`config.mk`:
```
export PLATFORM = sky130hd
export DESIGN_NAME = tinyalu_core_flat
export DESIGN_NICKNAME = d
export VERILOG_FILES = /design/src/rtl/tinyalu_if.sv /design/src/rtl/tinyalu_core.sv /design/src/flat_wrapper.sv
export SDC_FILE = /design/constraint.sdc
export NUM_CORES = 1
export LEC_CHECK = 0
export ABC_AREA = 1
export CORE_UTILIZATION = 50
export CTS_BUF_LIST = sky130_fd_sc_hd__clkbuf_4
export DETAILED_ROUTE_END_ITERATION = 16
export MAX_ROUTING_LAYER = met4
export PLACE_DENSITY = 0.73
export SLEW_MARGIN = 40
export SYNTH_ARGS = -nofsm -noshare
export SYNTH_HDL_FRONTEND = slang
export SYNTH_SLANG_ARGS = --single-unit
```
`constraint.sdc`:
```
create_clock -name clk -period 4.4 [get_ports clk]
set_clock_uncertainty 0.2 [all_clocks]
set_input_delay 0.66 -clock clk [delete_from_list [all_inputs] [get_ports clk]]
set_output_delay 0.66 -clock clk [all_outputs]
set_load 0.03 [all_outputs]
```
`src/rtl/tinyalu_if.sv`:
```
// Command/response bundle between a TinyALU driver and tinyalu_core.
// The driver holds start until it samples done; result is valid while done is high.
interface tinyalu_if;
  logic [7:0]  A;
  logic [7:0]  B;
  logic [2:0]  op;
  logic        start;
  logic        done;
  logic [15:0] result;
  logic        err;

  modport master (output A, B, op, start, input done, result, err);
  modport slave  (input A, B, op, start, output done, result, err);
endinterface

```
`src/rtl/tinyalu_core.sv`:
```
// TinyALU: single-cycle add/and/xor, multi-cycle multiply, one-cycle done/err pulse.
// A command held on start executes once; the core waits for start to drop before accepting another.
module tinyalu_core #(
  parameter int unsigned MUL_LATENCY = 3
) (
  input  logic      clk,
  input  logic      reset_n,
  tinyalu_if.slave  bus
);

  localparam int unsigned OPD_W = 8;
  localparam int unsigned RES_W = 16;
  localparam int unsigned CNT_W = 3;

  localparam logic [2:0] OP_NOP = 3'b000;
  localparam logic [2:0] OP_ADD = 3'b001;
  localparam logic [2:0] OP_AND = 3'b010;
  localparam logic [2:0] OP_XOR = 3'b011;
  localparam logic [2:0] OP_MUL = 3'b100;

  typedef enum logic [1:0] {IDLE, EXEC, MUL, WAIT_LOW} state_e;

  state_e             state_q,  state_d;
  logic [OPD_W-1:0]   a_q,      a_d;
  logic [OPD_W-1:0]   b_q,      b_d;
  logic [2:0]         op_q,     op_d;
  logic [CNT_W-1:0]   cnt_q,    cnt_d;
  logic               done_q,   done_d;
  logic               err_q,    err_d;
  logic [RES_W-1:0]   result_q, result_d;

  // Next-state and output computation; done/err default low so they pulse for one cycle.
  always_comb begin
    state_d  = state_q;
    a_d      = a_q;
    b_d      = b_q;
    op_d     = op_q;
    cnt_d    = cnt_q;
    done_d   = 1'b0;
    err_d    = 1'b0;
    result_d = result_q;

    case (state_q)
      IDLE: begin
        if (bus.start) begin
          a_d  = bus.A;
          b_d  = bus.B;
          op_d = bus.op;
          if (bus.op == OP_MUL) begin
            state_d = MUL;
            // Counts down to zero so done lands MUL_LATENCY edges after capture.
            cnt_d   = CNT_W'(MUL_LATENCY - 1);
          end else if (bus.op != OP_NOP) begin
            state_d = EXEC;
          end
        end
      end

      EXEC: begin
        done_d  = 1'b1;
        state_d = WAIT_LOW;
        case (op_q)
          OP_ADD:  result_d = {7'b0, 9'(a_q) + 9'(b_q)};
          OP_AND:  result_d = {8'b0, a_q & b_q};
          OP_XOR:  result_d = {8'b0, a_q ^ b_q};
          default: begin
            result_d = '0;
            err_d    = 1'b1;
          end
        endcase
      end

      MUL: begin
        if (cnt_q == '0) begin
          done_d   = 1'b1;
          result_d = RES_W'(a_q) * RES_W'(b_q);
          state_d  = WAIT_LOW;
        end else begin
          cnt_d = cnt_q - CNT_W'(1);
        end
      end

      WAIT_LOW: begin
        if (!bus.start) state_d = IDLE;
      end

      default: state_d = IDLE;
    endcase
  end

  always_ff @(posedge clk or negedge reset_n) begin
    if (!reset_n) begin
      state_q  <= IDLE;
      a_q      <= '0;
      b_q      <= '0;
      op_q     <= '0;
      cnt_q    <= '0;
      done_q   <= 1'b0;
      err_q    <= 1'b0;
      result_q <= '0;
    end else begin
      state_q  <= state_d;
      a_q      <= a_d;
      b_q      <= b_d;
      op_q     <= op_d;
      cnt_q    <= cnt_d;
      done_q   <= done_d;
      err_q    <= err_d;
      result_q <= result_d;
    end
  end

  assign bus.done   = done_q;
  assign bus.err    = err_q;
  assign bus.result = result_q;

endmodule

```
`src/flat_wrapper.sv`:
```
// flat-port wrapper written by rule: the top's interface ports become plain ports
module tinyalu_core_flat 
#(
  parameter int unsigned MUL_LATENCY = 3
)
  (clk, reset_n, bus_A, bus_B, bus_op, bus_start, bus_done, bus_result, bus_err);
  tinyalu_if bus_i ();
  input  logic clk;
  input  logic reset_n;
  input wire logic [$bits(bus_i.A)-1:0] bus_A;
  input wire logic [$bits(bus_i.B)-1:0] bus_B;
  input wire logic [$bits(bus_i.op)-1:0] bus_op;
  input wire logic [$bits(bus_i.start)-1:0] bus_start;
  output wire logic [$bits(bus_i.done)-1:0] bus_done;
  output wire logic [$bits(bus_i.result)-1:0] bus_result;
  output wire logic [$bits(bus_i.err)-1:0] bus_err;
  assign bus_i.A = bus_A;
  assign bus_i.B = bus_B;
  assign bus_i.op = bus_op;
  assign bus_i.start = bus_start;
  assign bus_done = bus_i.done;
  assign bus_result = bus_i.result;
  assign bus_err = bus_i.err;
  tinyalu_core #(.MUL_LATENCY(MUL_LATENCY)) u_core (.clk(clk), .reset_n(reset_n), .bus(bus_i));
endmodule
```
==> flow_summary.yaml, run 1 <==
logic_synthesis:
  synth_seq_cells: 42
  netlist.top_cell.by_area: "dfrtp_1"
  ys_top_cells_by_count: "156 x nand2_1, 130 x inv_1, 50 x ha_1"
  netlist_area_um2: 4510
  syn_inst: 594
  synth_top_area_share: 0.233
  synth_cell_types: 34
  yosysMostFrequentCell: "nand2_1"
  async_reset_ff_frac: 1.00
  synth_flop_cell: "dfrtp_1"
  avgSynthCellArea_um2: 7.59
  synth_warnings: 0
  ys_seq_area_frac: 0.233
  synthesis.nets: 703
  synth.area.top_cells: "dfrtp_1 23%, fa_1 16%, ha_1 14%, nand2_1 13%, inv_1 11%"
  synth_edf_count: 0
placement:
  dp_hpwl_um: 8600
  dp_worst_setup_slack_ns: 0.0349
  placed_area_um2: 5010
  io_buffer_count: 39
  gp_congestion: 0.877
final_layout:
  area_delta_synth_final_pct: 16.1
  diodes: 0
  fin_area_um2: 5230
  fin_nets: 744
  fillers: 784
  drive_gt1_frac: 0.123
worst_setup_path:
  setup.worst_path.start_class: "flip-flop"
  cp_num_buf_inv: 4
  cp_slowest_cell: "fa_1"
  max_stage_delay_ns: 0.54
  cpMostUsedCell: "fa_1"
  crit_family: "adder cells"
  endpoint_kind: "flip-flop"
  worstPathRequired_ns: 4.47
  worstPathCellList: "buf_4, nand2_1, fa_1, fa_1, inv_1, fa_1, inv_1, fa_1, inv_1, ha_4, a21oi_2, nor2_1, nor2_1, nand2_2, or2_0, nand3_1, nand2_1"
  cp_max_fo: 7
  criticalPathCategory: "reg -> reg"
  critical_path_arrival_ns: 4.29
sta:
  timing.final.crit_period_ns: 4.22
  min_period_over_period: 0.959
  drv_slew: 0
  finalWorstSetupSlack_ns: 0.180
  whs_ns: 0.0637
  tns_ns: 0
  setup_viol: 0
  tightest_slew_ns: 0.585
  slew_headroom: 0.610
  fmax_mhz: 237
  hold_violations: 0
detailed_routing:
  antenna_left: 0
  first_pass_iters: 5
  route.vias.total: 3868
  routedWlPerCell_um: 14.8
  dr.first_iter.drc_count: 226
  drt-vias-per-instance: 5.20
  route.detailed.drc: 0
  routed_wl_um: 11000
floorplanning:
  fp.coreArea_um2: 8720
  rows: 34
  die_h_um: 97.0
  die-area_um2: 9400
  start_util: 0.517
  die_w_um: 97.0
  ios: 40
cts:
  insertion_delay_ns: 0.37
  cts-root-buf: "clkbuf_4"
  cts_made_buffers: 5
  cts.sinks: 42
  clk_path_buf_depth: 2
  cts_tree: "done"
  cts.htree.levels: 2
  clkTransAtPathRegs_ns: 0.15
  cts-hold-fix-buffers: 0
global_route:
  antenna_found_initial: 0
  grt.overflow.total: 0
  grt_util_all_layers: 0.252
  grt_pass1_wl_um: 18400
  grt_max_degree: 43
  grt_pass1_vias: 3863
run_status:
  status: "completed"
job:
  max_cap_viol_count: 0
hold_path:
  hp-class: "in -> async"
## path summary, 6_finish.rpt
| path | slack [ns] | start | end | depth (start not counted) |
|---|---|---|---|---|
| setup / recovery | 0.18 | u_core.b_q[2]$_DFFE_PN0P_ | u_core.bus.result[10]$_DFFE_PN0P_ | 17 |
| hold / removal | 0.06 | reset_n | u_core.a_q[6]$_DFFE_PN0P_ | 1 |
| setup reg to reg | 0.18 | u_core.b_q[2]$_DFFE_PN0P_ | u_core.bus.result[10]$_DFFE_PN0P_ | 17 |
| hold reg to reg | 0.29 | u_core.bus.result[12]$_DFFE_PN0P_ | u_core.bus.result[12]$_DFFE_PN0P_ | 2 |
| max in group asynchronous | 3.51 | reset_n | u_core.a_q[3]$_DFFE_PN0P_ | 1 |
| min in group clk | 0.29 | u_core.bus.result[12]$_DFFE_PN0P_ | u_core.bus.result[12]$_DFFE_PN0P_ | 2 |
## layout make-up
class / instances / area [µm²] / share of cell area
Timing Repair Buffer: 55 / 508 / 0.0971
Multi-Input combinational cell: 396 / 2960 / 0.566
Clock buffer: 5 / 37.5 / 0.00717
Tap cell: 108 / 135 / 0.0258
Clock inverter: 3 / 16.3 / 0.00311
Inverter: 135 / 507 / 0.0968
Sequential cell: 42 / 1070 / 0.204
## through the flow
step           utilization  std cells
2_1_floorplan            -        594
3_3_place_gp         0.574        728
3_5_place_dp         0.575        728
4_1_cts              0.581        736
5_1_grt              0.600        744
6_report             0.600        744
## flip-flops by register name, indices dropped and copies added (netlist names)
name	flops
u_core.bus.err	1
u_core.state_q	2
u_core.cnt_q	3
u_core.a_q	8
u_core.op_q	3
u_core.bus.result	16
u_core.b_q	8
u_core.bus.done	1
## placed cells by master (no fill, tap or decap), types with 7 or more instances in the layout
| master | count |
|---|---|
| a21oi_1 | 25 |
| buf_4 | 17 |
| clkdlybuf4s50_1 | 38 |
| dfrtp_1 | 30 |
| dfrtp_2 | 12 |
| fa_1 | 35 |
| ha_1 | 44 |
| inv_1 | 130 |
| mux2_2 | 16 |
| nand2_1 | 153 |
| nand3_1 | 32 |
| nor2_1 | 26 |
| o21ai_0 | 10 |
| o21ai_1 | 7 |
## what timing repair did
action                                  4_1_cts  5_1_grt
setup buffers                                 0        8
pin swaps                                     0        6
endpoints found under the setup margin        3       10
gates resized for setup                       2       25
## layer usage
layer | global-route usage | vias up | share of wire
li1 | - | 1902 | -
met1 | 0.344 | 1817 | 0.46
met2 | 0.391 | 125 | 0.45
met3 | 0.0289 | 24 | 0.060
met4 | 0.0827 | 0 | 0.028
met5 | - | - | 0
## logic make-up after synthesis
family | count (synthesis) | share of synthesized area
compound gates | 61 | 0.0785
simple gates | 229 | 0.209
fa+ha+maj | 87 | 0.303
xor+xnor | 3 | 0.00583
mux | 16 | 0.0400
flops | 42 | 0.233
buf+inv | 156 | 0.131
## worst register-to-register path, delay by kind of cell (launching register included)
kind                     cells  cell delay, ns
adder cells (fa/ha/maj)      5            2.27
buffers and inverters        4            0.37
AND/OR/NAND/NOR              7            0.63
flip-flops                   1            0.50
AO/OA/AOI/OAI                1            0.16
Power of run 1 is not shown: default switching activity piles up to over one toggle a cycle in this logic, so the estimate is an artifact.
==> inputs of run 2 (changes only) <==
--- a/config.mk
+++ b/config.mk
@@ -7,7 +7,6 @@
 export LEC_CHECK = 0
 export ABC_AREA = 1
 export CORE_UTILIZATION = 50
-export CTS_BUF_LIST = sky130_fd_sc_hd__clkbuf_4
 export DETAILED_ROUTE_END_ITERATION = 16
 export MAX_ROUTING_LAYER = met4
 export PLACE_DENSITY = 0.73
@@ -15,3 +14,4 @@
 export SYNTH_ARGS = -nofsm -noshare
 export SYNTH_HDL_FRONTEND = slang
 export SYNTH_SLANG_ARGS = --single-unit
+export TNS_END_PERCENT = 20
==> flow_summary.yaml, run 2 (synthesized netlist as in run 1, its figures left out) <==
global_route:
  grt_util_all_layers: 0.250
  antenna_found_initial: 0
  grt_max_degree: 43
  grt_pass1_vias: 3869
  grt.overflow.total: 0
  grt_pass1_wl_um: 18300
cts:
  cts_tree: "done"
  cts.sinks: 42
  cts.htree.levels: 2
  cts-hold-fix-buffers: 0
  cts-root-buf: "clkbuf_8"
  insertion_delay_ns: 0.30
  clkTransAtPathRegs_ns: 0.09
  clk_path_buf_depth: 2
  cts_made_buffers: 5
worst_setup_path:
  r2r_slack_ns: 0.18
  worstPathRequired_ns: 4.38
  crit_start: "u_core.b_q[4]$_DFFE_PN0P_"
  cp_max_fo: 6
  criticalPathCategory: "reg -> reg"
  worstReg2RegStart: "u_core.b_q[4]$_DFFE_PN0P_"
  critical_path_arrival_ns: 4.20
  endpoint_kind: "flip-flop"
  setup.worst_path.start_class: "flip-flop"
sta:
  finalWorstSetupSlack_ns: 0.180
  slew_headroom: 0.611
  min_period_over_period: 0.959
  tns_ns: 0
  timing.final.crit_period_ns: 4.22
  drv_slew: 0
  setup_viol: 0
  fmax_mhz: 237
  rsz0062_at_grt: "yes"
  hold_violations: 0
  tightest_slew_ns: 0.584
final_layout:
  fin_util: 0.605
  layout_common_cells: "154 x nand2_1, 130 x inv_1, 44 x ha_1"
  seq_area_um2: 1070
  fin_nets: 745
  layout_commonest_cell: "nand2_1"
  stdcell_count: 745
  multi_input_area_um2: 2950
  largest_reg_flops: 16
  area_delta_synth_final_pct: 17.0
  diodes: 0
  drive_gt1_frac: 0.119
  fillers: 780
job:
  max_cap_viol_count: 0
detailed_routing:
  first_pass_iters: 5
  antenna_left: 0
  routed_wl_um: 11000
  route.detailed.drc: 0
  routedWlPerCell_um: 14.8
  route.vias.total: 3875
  drt-vias-per-instance: 5.20
  dr.first_iter.drc_count: 219
placement:
  gp_congestion: 0.877
  dp_worst_setup_slack_ns: 0.0349
  dp_cells: 728
  dp_hpwl_um: 8600
  io_buffer_count: 39
run_status:
  status: "completed"
floorplanning:
  fp.coreArea_um2: 8720
  die-area_um2: 9400
  die_w_um: 97.0
  die_h_um: 97.0
  rows: 34
  start_util: 0.517
  ios: 40
hold_path:
  hp-class: "in -> async"
[run 2: through the flow]
| stage | hold WS [ns] | area, µm² |
|---|---|---|
| floorplan | 0.164 | 4510 |
| global placement | 0.269 | 5010 |
| detailed placement | 0.268 | 5010 |
| CTS | 0.178 | 5110 |
| global route | 0.198 | 5280 |
| finish | 0.148 | 5280 |
[run 2: final cells by class]
type | instances | share of cell area
repair buffers | 56 | 0.0996
well taps | 108 | 0.0256
multi-input cells | 396 | 0.559
clock buffers | 6 | 0.0156
clock inverters | 2 | 0.00237
inverters | 135 | 0.0960
flip-flops and latches | 42 | 0.202
[run 2: layer usage]
layer,GRT usage,routed length [µm],up-vias
met2,0.390,5000,148
met1,0.338,5080,1806
li1,-,-,1898
met3,0.0376,665,23
met5,-,0,-
met4,0.0735,255,0
[run 2: final timing paths]
check,end,cells past startpoint
max,u_core.bus.result[11]$_DFFE_PN0P_,14
min,u_core.b_q[1]$_DFFE_PN0P_,1
max reg2reg,u_core.bus.result[11]$_DFFE_PN0P_,14
min reg2reg,u_core.bus.result[12]$_DFFE_PN0P_,2
max in group asynchronous,u_core.b_q[3]$_DFFE_PN0P_,1
min in group clk,u_core.bus.result[12]$_DFFE_PN0P_,2
[run 2: worst max-delay path: stages (launching register included)]
cell,delay (ns)
dfrtp_2,0.46
ha_2,0.24
fa_1,0.56
fa_1,0.45
fa_1,0.55
inv_1,0.05
fa_1,0.54
inv_1,0.07
ha_4,0.25
a21oi_1,0.21
o21ai_1,0.11
a31oi_1,0.21
nand2_1,0.08
nand2_1,0.06
o21ai_1,0.06
[run 2: repair_timing]
action,CTS,global route
setup endpoints to repair,2,9
buffers inserted,0,9
resized for setup,1,22
pin swaps,0,6
Power of run 2 is left out for the same reason.
